## config.mk

```make
export PLATFORM = sky130hd
export DESIGN_NAME = timer_countdown
export DESIGN_NICKNAME = d
export VERILOG_FILES = /design/src/rtl/timer_pkg.sv /design/src/rtl/tick_prescaler.sv /design/src/rtl/timer_countdown.sv
export SDC_FILE = /design/constraint.sdc
export NUM_CORES = 1
export LEC_CHECK = 0
export ABC_AREA = 1
export CORE_UTILIZATION = 25
export DETAILED_ROUTE_END_ITERATION = 6
export GPL_TIMING_DRIVEN = 0
export PLACE_DENSITY = 0.45
export SETUP_SLACK_MARGIN = 0.3
export SYNTH_ARGS = -nofsm -noshare
export SYNTH_HDL_FRONTEND = slang
export SYNTH_SLANG_ARGS = --single-unit
```

## constraint.sdc

```tcl
create_clock -name clk -period 1.77 [get_ports clk]
set_input_delay 0.354 -clock clk [delete_from_list [all_inputs] [get_ports clk]]
set_output_delay 0.354 -clock clk [all_outputs]
set_load 0.05 [all_outputs]
```

## src/rtl/timer_pkg.sv

```systemverilog
// Shared definitions for the countdown timer and its prescaler:
// FSM state encoding, default clock rate, prescaler width helper.
package timer_pkg;

    typedef enum logic [1:0] {
        IDLE   = 2'd0,
        RUN    = 2'd1,
        FINISH = 2'd2
    } state_t;

    localparam int CLK_PER_SEC_DEFAULT = 240;

    // Width of a counter that runs 0 .. clk_per_sec-1.
    function automatic int presc_w(input int clk_per_sec);
        return (clk_per_sec < 2) ? 1 : $clog2(clk_per_sec);
    endfunction

endpackage

```

## src/rtl/tick_prescaler.sv

```systemverilog
// Divides clk into 1-second intervals.
// Ports: clk, reset (sync, active-high), enable (count), clear (force 0),
//        wrap (high on the cycle where count == CLK_PER_SEC-1 while enabled).
module tick_prescaler
    import timer_pkg::*;
#(
    parameter int CLK_PER_SEC = CLK_PER_SEC_DEFAULT
) (
    input  logic clk,
    input  logic reset,
    input  logic enable,
    input  logic clear,
    output logic wrap
);

    localparam int W = presc_w(CLK_PER_SEC);
    localparam logic [W-1:0] LAST = W'(CLK_PER_SEC - 1);

    logic [W-1:0] count;

    assign wrap = enable && (count == LAST);

    always_ff @(posedge clk) begin
        if (reset || clear) begin
            count <= '0;
        end else if (enable) begin
            count <= wrap ? '0 : count + 1'b1;
        end
    end

endmodule

```

## src/rtl/timer_countdown.sv

```systemverilog
// Countdown timer: start + seconds_in requests an N-second delay,
// answered by a one-cycle done pulse; tick_1s pulses each elapsed second.
// Ports: clk, reset (sync, active-high), start, seconds_in, abort,
//        busy, done, tick_1s, seconds_left (all outputs registered).
// Build option: TIMER_COUNTDOWN_RESTART_EN lets start retrigger in RUN.
module timer_countdown
    import timer_pkg::*;
#(
    parameter int CLK_PER_SEC = CLK_PER_SEC_DEFAULT,
    parameter int SEC_W       = 4
) (
    input  logic             clk,
    input  logic             reset,
    input  logic             start,
    input  logic [SEC_W-1:0] seconds_in,
    input  logic             abort,
    output logic             busy,
    output logic             done,
    output logic             tick_1s,
    output logic [SEC_W-1:0] seconds_left
);

`ifdef TIMER_COUNTDOWN_RESTART_EN
    localparam bit RESTART = 1'b1;
`else
    localparam bit RESTART = 1'b0;
`endif

    state_t           state;
    state_t           state_n;
    logic [SEC_W-1:0] secs_n;
    logic             tick_n;
    logic             presc_en;
    logic             presc_clr;
    logic             wrap;

    assign presc_en = (state == RUN);

    tick_prescaler #(
        .CLK_PER_SEC(CLK_PER_SEC)
    ) u_presc (
        .clk   (clk),
        .reset (reset),
        .enable(presc_en),
        .clear (presc_clr),
        .wrap  (wrap)
    );

    always_comb begin
        state_n   = state;
        secs_n    = seconds_left;
        tick_n    = 1'b0;
        presc_clr = 1'b0;
        case (state)
            RUN: begin
                if (abort) begin
                    state_n   = IDLE;
                    secs_n    = '0;
                    presc_clr = 1'b1;
                end else if (RESTART && start) begin
                    // Retrigger: the running interval is dropped silently.
                    presc_clr = 1'b1;
                    if (seconds_in != '0) begin
                        secs_n = seconds_in;
                    end else begin
                        state_n = FINISH;
                        secs_n  = '0;
                    end
                end else if (wrap) begin
                    tick_n = 1'b1;
                    if (seconds_left == SEC_W'(1)) begin
                        state_n = FINISH;
                        secs_n  = '0;
                    end else begin
                        secs_n = seconds_left - SEC_W'(1);
                    end
                end
            end
            default: begin
                // IDLE and FINISH both accept a new request.
                state_n = IDLE;
                if (start && !abort) begin
                    if (seconds_in != '0) begin
                        state_n = RUN;
                        secs_n  = seconds_in;
                    end else begin
                        state_n = FINISH;
                        secs_n  = '0;
                    end
                end
            end
        endcase
    end

    always_ff @(posedge clk) begin
        if (reset) begin
            state        <= IDLE;
            seconds_left <= '0;
            busy         <= 1'b0;
            done         <= 1'b0;
            tick_1s      <= 1'b0;
        end else begin
            state        <= state_n;
            seconds_left <= secs_n;
            busy         <= (state_n == RUN);
            done         <= (state_n == FINISH);
            tick_1s      <= tick_n;
        end
    end

endmodule

```

==> summary.txt, run 1 <==
Outcome -> finished clean
CP Depth -> 1
Slew Limit Fails -> 0
Skew-Pair Late Insertion Delay -> 0.25 ns
EDFF count, synth -> 0
Fmax -> 699.6 MHz
Peak supply drop -> 205.0 uV
Hold Path Depth -> 2
Dominant cell type by area after synthesis -> dfxtp_1
Clk sinks -> 17
Slew @ Worst Pin -> 0.4852 ns
Finished Layout Cells -> 193
First-pass GRT wire length -> 3.298 mm
Largest net degree at the start of global routing -> 11
CTS tree -> done
Clock Root Buffer -> clkbuf_8
Final nets -> 157
Crit. End Element -> output pin
Fill cells -> 396
Layout Skew -> 0.002908 ns
Vias -> 814
Max FO, Critical Path -> 1
Hold Crit Start -> u_presc.count[2]
Setup violators final -> 0
Sink of the worst hold path -> u_presc.count[2]
Crit Path Class -> flip-flop to output pin
Top Family by Delay on Critical Path -> buffers and inverters
Standard-cell rows -> 22
Multi-input logic area -> 528.0 um2
Area grow syn2layout -> 25.46%
Worst-path clk slew -> 0.07 ns
GRT busiest layer -> met2
Cells after Synth -> 127
Sequential area share after synthesis -> 0.3551
Met3 Usage GRT -> 0.01250
Ant diodes -> 0
Slew headroom -> 0.6778
WL per Instance -> 9.658 um
Reg2reg path depth -> 8
Slowest CP cell -> dlygate4sd2_1
Reg2reg end -> seconds_left[0]
Syn Nets -> 138
Post-route ant nets -> 0
Worst Hold Slack -> 0.4778 ns
Met2 Resource Use GR -> 0.1569
Hold buffer count at CTS -> 0
DPL Wire Length -> 1.476 mm
Netlist cell types -> 26
Mapped Area -> 958.4 um2
Total track usage -> 0.1025
Reg2reg start -> u_presc.count[1]
Seq. cell area -> 342.8 um2
Buf/Inv on CP -> 1
First-pass DRT Iterations -> 4
Initial DRC count -> 20
Min Tclk post-route -> 1.429 ns
Synthesized area per cell -> 7.547 um2
Synth Register Bits -> 17
Port-buffer cells -> 14
WP data arrival -> 1.08 ns
CTS Buf Count -> 3
GRT Residual Overflow -> 0
Post-Place Cells -> 189
Pwr/cell area -> 761.8 nW/um2
MaxCap Viol Count -> 0
Lkg Pwr -> 0.4940 nW
Slowest cell delay on critical path -> 0.52 ns
Via/cell ratio -> 4.218
Initial antenna violation count -> 0
Routability-driven placement congestion ratio -> 0.7803
Top cells by area, synth -> dfxtp_1 36%, nand2_1 12%, nor2_1 6.3%
Ys flop type -> dfxtp_1
Crit-path cells -> dlygate4sd2_1
Share of layout cells above drive strength 1 -> 0.1862
Die ar. -> 4085 um2
CTS H-tree depth -> 1
Top cell type's share of synthesized area -> 0.3551
Core Footprint -> 3661 um2
Bufs on Longest Clock Path -> 2
Min-delay worst type -> flip-flop to flip-flop
Nature of the critical path startpoint -> flip-flop
Hold Vio Cnt, Final -> 0
IO Pins -> 15
Tcrit/Tclk final -> 0.8075
RSZ-0062 raised after global routing -> no
Asr flop ratio synth -> 0
Drt drc -> 0
Die X -> 63.92 um
R2r setup slk -> 0.39 ns
Chip Height -> 63.92 um
Vias in the first global route -> 736
Routed wire length -> 1.864 mm
Met1 Track Usage GR -> 0.1402
Ys Warns -> 0
Sum Neg Setup Slack -> 0 ns
CP Data Required Time -> 1.42 ns
Initial core utilization -> 0.2618
-- per-layer routing --
metal / wire, um / vias up / share of wire
met1: 957 / 362 / 0.51
li1: - / 441 / -
met3: 57 / 2 / 0.031
met5: 0 / - / 0
met4: 26 / 0 / 0.014
met2: 823 / 9 / 0.44
-- synth_stat cells (2+ instances only) --
cell type / instances
nor2_4: 4
ha_1: 3
nand2_1: 30
nand3_1: 7
inv_1: 15
o22ai_1: 2
dfxtp_1: 17
o21ai_0: 3
nor3b_2: 2
nand4_1: 3
a31oi_1: 2
nand2_2: 2
nand2_4: 3
nor2_1: 16
inv_2: 2
a21oi_1: 6
-- state kept, by name (all words and copies together) (netlist names) --
register	count
u_presc.count	8
seconds_left	4
state	2
busy	1
done	1
tick_1s	1
-- worst reg2reg max path, cell delays in order, from the launching register on --
cell	delay (ns)
dfxtp_1	0.36
ha_2	0.20
nand2_2	0.11
nor2_4	0.12
nand3_4	0.12
nand2_4	0.12
nand2_4	0.08
nor2_1	0.12
nor2_1	0.05
-- final cells by class --
type                            count  share of cell area
Buffer                              1             0.01665
Clock buffer                        4             0.03746
Inverter                           18             0.06035
Multi-Input combinational cell     91              0.4391
Sequential cell                    17              0.2851
Tap cell                           48             0.04995
Timing Repair Buffer               14              0.1113
-- kinds of logic (layout without fill, tap and decap cells) --
group                      count (synthesis)  in the layout  synth area share
DFF                                       17             17            0.3551
AOI/OAI and AO/OA                         15             15           0.09529
and+or+nand+nor                           71             71            0.3956
xor gates and xnor gates                   2              2           0.01828
adders and majority gates                  3              3           0.03917
buffers and inverters                     19             37           0.09661
-- worst max-delay path by stage --
stage / startpoint / endpoint / slack [ns]
floorplan: seconds_left[0] / seconds_left[1] / 0.42
global placement: abort / seconds_left[3] / 0.10
detailed placement: abort / seconds_left[3] / 0.10
CTS: seconds_left[2] / seconds_left[2] / 0.25
global route: u_presc.count[0] / seconds_left[3] / 0.31
finish: busy / busy / 0.34
-- per-stage QoR --
| stage | setup slack [ns] | total power, mW | util | instance area, um2 |
|---|---|---|---|---|
| floorplan | 0.4162 | 0.5736 | - | 960.9 |
| global placement | 0.1014 | 0.6426 | 0.3172 | 1161 |
| detailed placement | 0.1012 | 0.6416 | 0.3172 | 1161 |
| CTS | 0.2526 | 0.9325 | 0.3288 | 1204 |
| global route | 0.3110 | 0.9732 | 0.3284 | 1202 |
| finish | 0.3407 | 0.9160 | 0.3284 | 1202 |
-- cell usage in the layout, fill, tap and decap left out, types with 2 or more instances in the layout --
cell type / count
nand2_4: 3
o21ai_0: 3
nand4_1: 3
clkbuf_2: 2
clkbuf_8: 3
inv_2: 2
clkdlybuf4s50_1: 6
nand2_2: 2
nor2_1: 16
dfxtp_2: 2
inv_1: 15
a31oi_1: 2
nand3_1: 7
clkdlybuf4s15_1: 2
nor3b_2: 2
clkdlybuf4s15_2: 2
dfxtp_1: 15
o22ai_1: 2
ha_1: 2
a21oi_1: 6
nor2_4: 4
nand2_1: 30
-- where the power goes --
| group | switching [mW] | leakage, nW | total (mW) | internal [mW] |
|---|---|---|---|---|
| sequential | 0.0124 | 0.139 | 0.412 | 0.400 |
| clock | 0.132 | 0.0228 | 0.291 | 0.159 |
| combinational | 0.135 | 0.332 | 0.213 | 0.0776 |
| total | 0.279 | 0.494 | 0.916 | 0.637 |
-- what timing repair did --
action,CTS,global route
setup buffers,0,0
endpoints found under the setup margin,7,8
gates resized for setup,12,7
Power figures use the tool's default switching activity.
==> run 2: changes to the inputs <==
- PLACE_DENSITY: 0.45 -> 0.47
- clock period: 1.77 -> 1.3 ns (I/O delays scaled with it)
==> run 2 against run 1 <==
Compared with the run above:
- combinational power grew 86%
- largest power group unchanged
- core utilization grew 8.5 points
- critical path depth grew 7
- first-iteration DRC count grew 45%
- setup slack lost 0.32 ns
- critical path type is now flip-flop to flip-flop
- non-clock buffer count grew 16
- wire length grew 16%
- clock-buffer cell count shrank 1
- via count grew 10%
- highest routed layer is now met3
- power grew 50%
- die area is the same
- register-to-register slack lost 0.37 ns
- critical endpoint is now u_presc.count[0]
==> summary.txt, run 2 (synthesis gave the netlist of run 1 again) <==
Outcome -> finished clean
Crit. End Element -> flip-flop
Routed wire length -> 2.159 mm (+16%)
Tcrit/Tclk final -> 0.9847
Share of layout cells above drive strength 1 -> 0.4658 (+0.2796)
Chip Height -> 63.92 um (unchanged)
Via/cell ratio -> 4.301 (+2.0%)
IO Pins -> 15 (unchanged)
Finished Layout Cells -> 209 (+8.3%)
Crit Path Class -> flip-flop to flip-flop
Pwr/cell area -> 908.4 nW/um2 (+19%)
Pre-CTS setup slack -> -0.2611 ns (-0.3624 ns)
Standard-cell rows -> 22 (unchanged)
First-pass GRT wire length -> 3.726 mm (+13%)
Commonest non-fill, non-tap cell in the layout -> nand2_1
Clk sinks -> 17 (unchanged)
Final nets -> 173 (+10%)
Bufs on Longest Clock Path -> 2 (unchanged)
GRT Residual Overflow -> 0 (unchanged)
Largest net degree at the start of global routing -> 11 (unchanged)
Routability-driven placement congestion ratio -> 0.8339 (+6.9%)
Vias in the first global route -> 846 (+15%)
Met3 Usage GRT -> 0.01786 (+0.005357)
Most frequent cells in the layout -> 25 x nand2_1, 13 x nor2_1, 13 x buf_4
MaxCap Viol Count -> 0 (unchanged)
Multi-input logic area -> 634.4 um2 (+20%)
Core Footprint -> 3661 um2 (unchanged)
CTS H-tree depth -> 1 (unchanged)
Final setup margin -> 0.01992 ns (-0.3208 ns)
Max FFs per register -> 8 (unchanged)
Largest registers -> u_presc.count x8, seconds_left x4, state x2
Clock Root Buffer -> clkbuf_8
Fill cells -> 366 (-7.6%)
Die X -> 63.92 um (unchanged)
CTS tree -> done
Hold buffer count at CTS -> 0 (unchanged)
First-pass DRT Iterations -> 5 (+1)
Top reg by flops -> u_presc.count
GRT busiest layer -> met2
Post-route ant nets -> 0 (unchanged)
Post-Place Cells -> 189 (unchanged)
Port-buffer cells -> 14 (unchanged)
Met1 Track Usage GR -> 0.1533 (+0.01311)
Area grow syn2layout -> 57.83%
Lkg Pwr -> 0.6235 nW (+26%)
Worst-path clk slew -> 0.07 ns (about the same)
Initial core utilization -> 0.2618 (unchanged)
Min-delay worst type -> flip-flop to flip-flop
CTS Buf Count -> 3 (unchanged)
Nature of the critical path startpoint -> flip-flop
R2r setup slk -> 0.02 ns (-0.37 ns)
RSZ-0062 raised after global routing -> yes
Die ar. -> 4085 um2 (unchanged)
Post-route design area -> 1513 um2 (+26%)
Area post-placement -> 1216 um2 (+4.7%)
WL per Instance -> 10.33 um (+7.0%)
Drt drc -> 0 (unchanged)
Slew headroom -> 0.7500 (+0.07224)
Hold Vio Cnt, Final -> 0 (unchanged)
Slew @ Worst Pin -> 0.3738 ns (-0.1114 ns)
Layout Skew -> 0.004527 ns (+0.001619 ns)
Peak supply drop -> 355.2 uV (+73%)
Total track usage -> 0.1180 (+0.01544)
Skew-Pair Late Insertion Delay -> 0.25 ns (about the same)
Initial antenna violation count -> 0 (unchanged)
Min Tclk post-route -> 1.280 ns
WP data arrival -> 1.42 ns (+0.34 ns)
Setup violators final -> 0 (unchanged)
Pwr Total -> 1.374 mW (+50%)
CP Data Required Time -> 1.44 ns (+0.02 ns)
Initial DRC count -> 29 (+45%)
Max FO, Critical Path -> 4 (+3)
DPL Wire Length -> 1.550 mm (+5.0%)
Seq. cell area -> 357.8 um2 (+4.4%)
Met2 Resource Use GR -> 0.1955 (+0.03856)
Vias -> 899 (+10%)
Slew Limit Fails -> 0 (unchanged)
Ant diodes -> 0 (unchanged)
Fmax -> 781.2 MHz
-- run 2: changes by cell type in the layout (fill, tap and decap cells not counted), sizes merged --
| cell | delta |
|---|---|
| clkinv | +1 |
| clkdlybuf4s15 | -4 |
| dlymetal6s2s | -1 |
| clkbuf | -3 |
| buf | +23 |
-- run 2: repair_timing --
item / 4_1_cts / 5_1_grt
endpoints found under the setup margin: 24 / 24
pin swaps: 8 / 5
gates resized for setup: 56 / 26
buffers inserted: 12 / 4
gates cloned: 0 / 0
-- run 2: stage by stage --
step	TNS, ns	util	hold WS, ns
floorplan	0	-	0.3217
global placement	-2.878	0.3322	0.4814
detailed placement	-2.728	0.3322	0.4953
CTS	0	0.3818	0.5066
global route	-0.3495	0.4132	0.5314
finish	0	0.4132	0.5010
-- run 2: layer usage --
| metal | share of wire | wire length (um) |
|---|---|---|
| met1 | 0.47 | 1015 |
| met3 | 0.035 | 76 |
| met2 | 0.49 | 1067 |
| met4 | 0 | 0 |
| met5 | 0 | 0 |
-- run 2: final timing paths --
kind                    startpoint          endpoint  depth (start not counted)
setup / recovery  u_presc.count[1]  u_presc.count[0]                          8
hold / removal    u_presc.count[2]  u_presc.count[2]                          2
setup reg to reg  u_presc.count[1]  u_presc.count[0]                          8
hold reg to reg   u_presc.count[2]  u_presc.count[2]                          2
-- run 2: critical path, cell delays in order (launching register included) --
cell     delay (ns)
dfxtp_2        0.36
ha_4           0.15
nand2_4        0.07
nor2_4         0.13
nand3_4        0.10
nand2_4        0.11
buf_4          0.11
buf_4          0.09
a21oi_2        0.04
-- run 2: power breakdown --
group / internal [mW] / switching (mW)
sequential: 0.546 / 0.0269
combinational: 0.180 / 0.216
clock: 0.212 / 0.193
-- run 2: area by class of cell --
| class | count | share of cell area |
|---|---|---|
| buffer | 1 | 0.01323 |
| clock buffer | 3 | 0.02730 |
| clock inverter | 1 | 0.003309 |
| inverter | 18 | 0.05294 |
| multi-input combinational | 91 | 0.4194 |
| sequential | 17 | 0.2366 |
| tap | 48 | 0.03970 |
| timing repair buffer | 30 | 0.2076 |
